<file path="src/rtl/board_scan_ctrl.sv">
// One move-generation pass: clear squares, settle rays, then scan 64x16 move slots and stream non-empty words.
// All outputs registered; 2 cycles per slot plus EMIT cycles; move_valid holds until move_ready.
module board_scan_ctrl #(
  parameter int SETTLE_CYCLES = 8,
  parameter int MOVE_W        = 24,
  parameter int CNT_W         = 11
) (
  input  logic              clk,
  input  logic              rst_n,
  input  logic              start,
  input  logic              abort,
  input  logic              engine_color,
  output logic              busy,
  output logic              done,
  output logic              board_clear,
  output logic              board_enable,
  output logic              board_color,
  output logic [5:0]        scan_sq,
  output logic [3:0]        scan_dir,
  input  logic [MOVE_W-1:0] scan_data,
  output logic              move_valid,
  input  logic              move_ready,
  output logic [MOVE_W-1:0] move_data,
  output logic [CNT_W-1:0]  move_count
);

  typedef enum logic [2:0] {
    S_IDLE,
    S_CLEAR,
    S_SETTLE,
    S_FETCH,
    S_CHECK,
    S_EMIT,
    S_DONE
  } state_t;

  localparam int SET_W = (SETTLE_CYCLES > 1) ? $clog2(SETTLE_CYCLES) : 1;
  localparam logic [SET_W-1:0] SET_LAST = SET_W'(SETTLE_CYCLES - 1);

  state_t            state;
  state_t            next_state;
  logic [SET_W-1:0]  settle_cnt;
  logic [9:0]        slot;
  logic              slot_last;
  logic              data_hit;
  logic              launch;
  logic              handshake;
  logic              advance;
  logic              busy_d;
  logic              done_d;
  logic              clear_d;
  logic              enable_d;
  logic              valid_d;

  // slot is {square, direction}: direction is the inner loop
  assign {scan_sq, scan_dir} = slot;
  assign slot_last = &slot;
  assign data_hit  = |scan_data;
  assign launch    = (state == S_IDLE) && start;
  assign handshake = (state == S_EMIT) && move_ready && !abort;
  assign advance   = ((state == S_CHECK) && !data_hit && !abort) || handshake;

  always_ff @(posedge clk) begin
    if (!rst_n) begin
      state <= S_IDLE;
    end else begin
      state <= next_state;
    end
  end

  always_comb begin
    next_state = state;
    unique case (state)
      S_IDLE:   if (start) next_state = S_CLEAR;
      S_CLEAR:  next_state = S_SETTLE;
      S_SETTLE: if (settle_cnt == SET_LAST) next_state = S_FETCH;
      S_FETCH:  next_state = S_CHECK;
      S_CHECK: begin
        if (data_hit)       next_state = S_EMIT;
        else if (slot_last) next_state = S_DONE;
        else                next_state = S_FETCH;
      end
      S_EMIT: begin
        if (move_ready) next_state = slot_last ? S_DONE : S_FETCH;
      end
      S_DONE:   next_state = S_IDLE;
      default:  next_state = S_IDLE;
    endcase
    if (abort && (state != S_IDLE)) next_state = S_IDLE;
  end

  // Outputs are decoded from the next state so they line up with the state they describe
  always_comb begin
    busy_d   = (next_state != S_IDLE) && (next_state != S_DONE);
    done_d   = (next_state == S_DONE);
    clear_d  = (next_state == S_CLEAR);
    enable_d = (next_state == S_SETTLE) || (next_state == S_FETCH) ||
               (next_state == S_CHECK)  || (next_state == S_EMIT);
    valid_d  = (next_state == S_EMIT);
  end

  always_ff @(posedge clk) begin
    if (!rst_n) begin
      busy         <= 1'b0;
      done         <= 1'b0;
      board_clear  <= 1'b0;
      board_enable <= 1'b0;
      move_valid   <= 1'b0;
    end else begin
      busy         <= busy_d;
      done         <= done_d;
      board_clear  <= clear_d;
      board_enable <= enable_d;
      move_valid   <= valid_d;
    end
  end

  always_ff @(posedge clk) begin
    if (!rst_n) begin
      board_color <= 1'b0;
      settle_cnt  <= '0;
      slot        <= '0;
      move_data   <= '0;
      move_count  <= '0;
    end else begin
      if (launch) begin
        board_color <= engine_color;
        settle_cnt  <= '0;
        slot        <= '0;
        move_count  <= '0;
      end else begin
        if (state == S_SETTLE) settle_cnt <= settle_cnt + SET_W'(1);
        if (advance) slot <= slot + 10'd1;
        if (handshake && (move_count != {CNT_W{1'b1}})) begin
          move_count <= move_count + CNT_W'(1);
        end
      end
      if ((state == S_CHECK) && data_hit && !abort) move_data <= scan_data;
    end
  end

endmodule

</file>
<file path="config.mk">
export PLATFORM = sky130hd
export DESIGN_NAME = board_scan_ctrl
export DESIGN_NICKNAME = d
export VERILOG_FILES = /design/src/rtl/board_scan_ctrl.sv
export SDC_FILE = /design/constraint.sdc
export NUM_CORES = 1
export LEC_CHECK = 0
export BUFFER_PORTS_ARGS = -buffer_cell sky130_fd_sc_hd__clkbuf_2
export CAP_MARGIN = 25
export CORE_UTILIZATION = 50
export DETAILED_ROUTE_END_ITERATION = 12
export PLACE_DENSITY = 0.86
export SKIP_CTS_REPAIR_TIMING = 1
export SLEW_MARGIN = 5
export SYNTH_ARGS = -nofsm -noshare
export SYNTH_HDL_FRONTEND = slang
export SYNTH_SLANG_ARGS = --single-unit
export TNS_END_PERCENT = 5
</file>
<file path="constraint.sdc">
create_clock -name clk -period 2.3 [get_ports clk]
set_clock_uncertainty 0.2 [all_clocks]
set_input_delay 0.115 -clock clk [delete_from_list [all_inputs] [get_ports clk]]
set_output_delay 0.115 -clock clk [all_outputs]
set_load 0.02 [all_outputs]
</file>
Word-level counts from Yosys, hierarchy flattened

Index checks and enable logic that the tools add are counted.

Register bits: 57
Input port bits: 30
Output and inout bits: 51
Word-level logic and storage cells: 58

$add $sub $neg: 3
Equal/unequal tests: 14
Multiplexer cells: 7
Bitwise logic cells: 1
Reduce and logical (&&, ||, !) cells: 22

Operator list:

| kind                    | count |
|---|---|
| $reduce_or A24 Y1       | 1 |
| $eq A3 B3 Y1 const B    | 6 |
| $mux W3                 | 6 |
| $pmux W3 S6             | 1 |
| $eq A3 B2 Y1 const B    | 4 |
| $add A11 B1 Y11 const B | 1 |
| $ne A11 B11 Y1 const B  | 1 |
| $add A10 B1 Y10 const B | 1 |
| $logic_and A1 B1 Y1     | 10 |
| $reduce_and A10 Y1      | 1 |
| $eq A3 B1 Y1 const B    | 2 |
| $reduce_bool A3 Y1      | 2 |
| $logic_or A1 B1 Y1      | 4 |
| $add A3 B1 Y3 const B   | 1 |
| $logic_not A3 Y1        | 1 |
| $ne A3 B3 Y1 const B    | 1 |
| $logic_not A1 Y1        | 2 |
| $reduce_or A2 Y1        | 1 |
| $not A1 Y1              | 1 |

Depth between registers and ports, before layout

Depth in word-level cells: 9
Gate-level depth with buffers: 7
Depth with buffers taken out: 6

Least setup slack after synthesis

No wires, ideal clock.

Kind: flip-flop to flip-flop
From: reg move_count[0]
To: reg move_count[0]
Library setup time: 0.117 ns
Data arrival time: 1.568 ns
Required time: 1.983 ns
Slack: 0.415 ns
Stages on the path, launching flop included: 8
Path buffers: 1
Clock period less this slack: 1.885 ns
Path through: dfxtp_1 ha_1 nand3_1 nor3_1 clkbuf_1 nor2_1 xnor2_1 nor2_1

Cells in the longest elaborated chain, start to end: 2
Elaborated cells between the ends (all ways): 3
Classes of those cells: 1 x add/sub; 1 x eq/ne; 1 x reduce/logical

RTL lines:

| element                                                 | line | text |
|---|---|---|
| from (decl)                                             | 24   | `output logic [CNT_W-1:0] move_count` |
| from (signal assigned)                                  | 135  | `move_count <= move_count + CNT_W'(1);` |
| branches (longest 2 deep; another with $add A11 B1 Y11) | -    |  |

Parallel ways; which one is timed is not known.
A chain may end at the register's enable or synchronous reset.

Worst setup path after layout

From: in scan_data[4]
To: reg slot[9]

Cells in the longest elaborated chain, start to end: 5

RTL lines:

| element                          | line | text |
|---|---|---|
| from (decl)                      | 20   | `input logic [MOVE_W-1:0] scan_data,` |
| $reduce_or A24 Y1                | 58   | `assign data_hit = \|scan_data;` |
| $logic_not A1 Y1                 | 61   | `assign advance = ((state == S_CHECK) && !data_hit && !abort) \|\| handshake;` |
| $logic_and A1 B1 Y1 (2 in a row) | 61   |  |
| $logic_or A1 B1 Y1               | 61   |  |
| to (signal assigned)             | 133  | `if (advance) slot <= slot + 10'd1;` |
| to (decl)                        | 43   | `logic [9:0] slot;` |

No other way between the ends.

==> impl_metrics.yaml <==
final_layout:
  nets: 445
  syn2layout_area_growth_pct: 37.7
  final_common_cell: "clkbuf_2"
  utilization: 0.725
  drive_gt1_frac: 0.281
  layout_common_cells: "80 x clkbuf_2, 57 x dfxtp_1, 40 x nand3_1, 36 x nand2_1, 30 x o21ai_0"
  antenna_cells: 0
run_status:
  status: "finished, final reports clean"
power_and_ir_drop:
  pwr_density_cell_mw_per_mm2: 633
  ir_drop_v: 0.000481
  power_mw: 2.21
  p_leak_nw: 1.41
placement:
  port_buffers: 80
  dpl.hpwl_um: 4160
  gp_congestion: 0.892
yosys:
  ys_types: 36
  syn_inst: 302
  synth_area_sq_mm: 0.00254
  ys_ff_latch: 57
  synth_area_per_cell_sq_um: 8.40
  syn_nets: 336
  synth-warning-count: 0
  ys_seq_area_frac: 0.450
timing:
  max-slew-margin-rel: 0.738
  fin_setup_tns_ps: 0
  finalHoldViolCount: 0
  max_freq_ghz: 0.459
  max_slew.worst_pin.slew_ps: 388
  period_minus_slack_ps: 2180
  setup_viol: 0
  drv_slew: 0
  period_share: 0.948
  hold_slack_ps: 62.5
drt:
  drtIter0Drc: 111
  vias: 2587
  postRouteAntennaNets: 0
  wl_per_cell_um: 13.5
  drtPass1Iterations: 4
  drt-total-wl_um: 6530
  vias_per_cell: 5.36
  drc: 0
clock_tree:
  cts_tree: "yes"
  cts.clk_slew.worst_paths_ps: 60
  cts-root-buf: "clkbuf_8"
  worstSkewPairLatency_ps: 330
  htree_num_levels: 3
  cts_made_buffers: 9
  clock-sinks: 57
  cts_buffer_depth: 2
grt:
  grt_pass1_vias: 2153
  gr-total-overflow: 0
  track_usage: 0.231
  grt_max_degree: 49
  grt_pass1_wl_um: 9400
  antenna_found_initial: 0
worst_setup_path:
  path_class: "in -> reg"
  crit_arrival_ps: 2240
  required_ps: 2360
  cp-start-kind: "input pin"
  crit_fanout: 16
  cp-end-kind: "flop"
floorplan:
  initial_core_util: 0.526
  die-area_sq_mm: 0.00536
  core_sq_mm: 0.00482
  dieHeight_um: 73.2
  placementRows: 25
  ios: 81
  die_width_um: 73.2
run:
  maxCapViolations: 0
min_path:
  hold_path.class: "in -> reg"
## worst max-delay path, cell delays in order
cell	delay (ps)
dlygate4sd3_1	540
clkbuf_2	120
nor4_2	240
nand4_1	200
o21a_2	360
or4_1	520
a21oi_1	150
## metrics by stage
stage | instance area (sq um) | cells | worst slack [ps]
6_report | 3490 | 483 | 120
5_1_grt | 3490 | 483 | -26.6
4_1_cts | 3240 | 458 | 70.8
3_5_place_dp | 3050 | 442 | 94.2
3_3_place_gp | 3050 | 442 | 156
2_1_floorplan | 2540 | 302 | 415
## cell type report
cell class,count,area [sq um]
clock buffers,14,183
clock inverters,2,10.0
fillers,363,1320
inverters,4,15.0
multi-input cells,221,1300
flip-flops and latches,57,1140
well taps,67,83.8
repair buffers,118,761
## kinds of logic (layout without fill, tap and decap cells)
family                     Yosys count  count (layout)  synth area share
muxes                                2               2           0.00789
DFF                                 57              57             0.450
and+or+nand+nor                    141             141             0.300
adders and majority gates            4               4            0.0197
xor gates and xnor gates            12              12            0.0414
buffers and inverters               24             138            0.0395
AOI/OAI and AO/OA                   62              62             0.142
## synthesized netlist by cell type
cell       count  area, sq um
o21a_1         3         22.5
ha_1           4         50.1
nand4_1        5         31.3
nor4b_2        1         15.0
nor4_2         5         62.6
o211ai_1       3         22.5
xnor2_1       10         87.6
nor4_1         5         31.3
nor2b_1        5         31.3
o31ai_1        5         37.5
nor4b_1        3         26.3
and4_1         2         17.5
inv_1          4         15.0
a41oi_1        1         8.76
a31oi_1        2         12.5
nand4b_1       1         8.76
o2bb2ai_1      2         17.5
mux2i_1        2         20.0
or3_1          3         18.8
nor3b_2        1         12.5
or4_1          5         37.5
a21oi_1       13         65.1
o41ai_1        1         8.76
nand2b_1       2         12.5
o22a_1         1         8.76
xor2_1         2         17.5
nand2_1       36          135
nand3_1       40          200
buf_2          8         40.0
clkbuf_1      12         45.0
dfxtp_1       57         1140
o21ai_0       31          155
or4b_1         1         10.0
nor3b_1        2         15.0
nor3_1         4         20.0
nor2_1        20         75.1
## registers in the layout (all words and copies together), names as in the netlist
| signal | count |
|---|---|
| board_clear | 1 |
| board_color | 1 |
| board_enable | 1 |
| busy | 1 |
| done | 1 |
| move_count | 11 |
| move_data | 24 |
| move_valid | 1 |
| settle_cnt | 3 |
| slot | 10 |
| state | 3 |
## report_power, final
group	switching (mW)	internal, mW
combinational	0.171	0.128
clock	0.379	0.505
sequential	0.0158	1.01
## layer usage
metal,global-route usage,share of wire,vias to the layer above
met4,0.113,0.018,0
met5,0,0,-
met2,0.392,0.48,80
li1,-,-,1313
met1,0.266,0.44,1182
met3,0.0635,0.062,12
## final timing paths
check | start | endpoint | slack (ps) | depth (start not counted)
setup / recovery | scan_data[4] | slot[9]$_SDFFE_PP0P_ | 120 | 7
hold / removal | rst_n | move_data[8]$_SDFFE_PN0P_ | 60 | 3
setup reg to reg | state[2]$_SDFF_PN0_ | slot[9]$_SDFFE_PP0P_ | 160 | 5
hold reg to reg | move_data[16]$_SDFFE_PN0P_ | move_data[16]$_SDFFE_PN0P_ | 270 | 2
No activity file was read; power rests on OpenSTA's default activity.
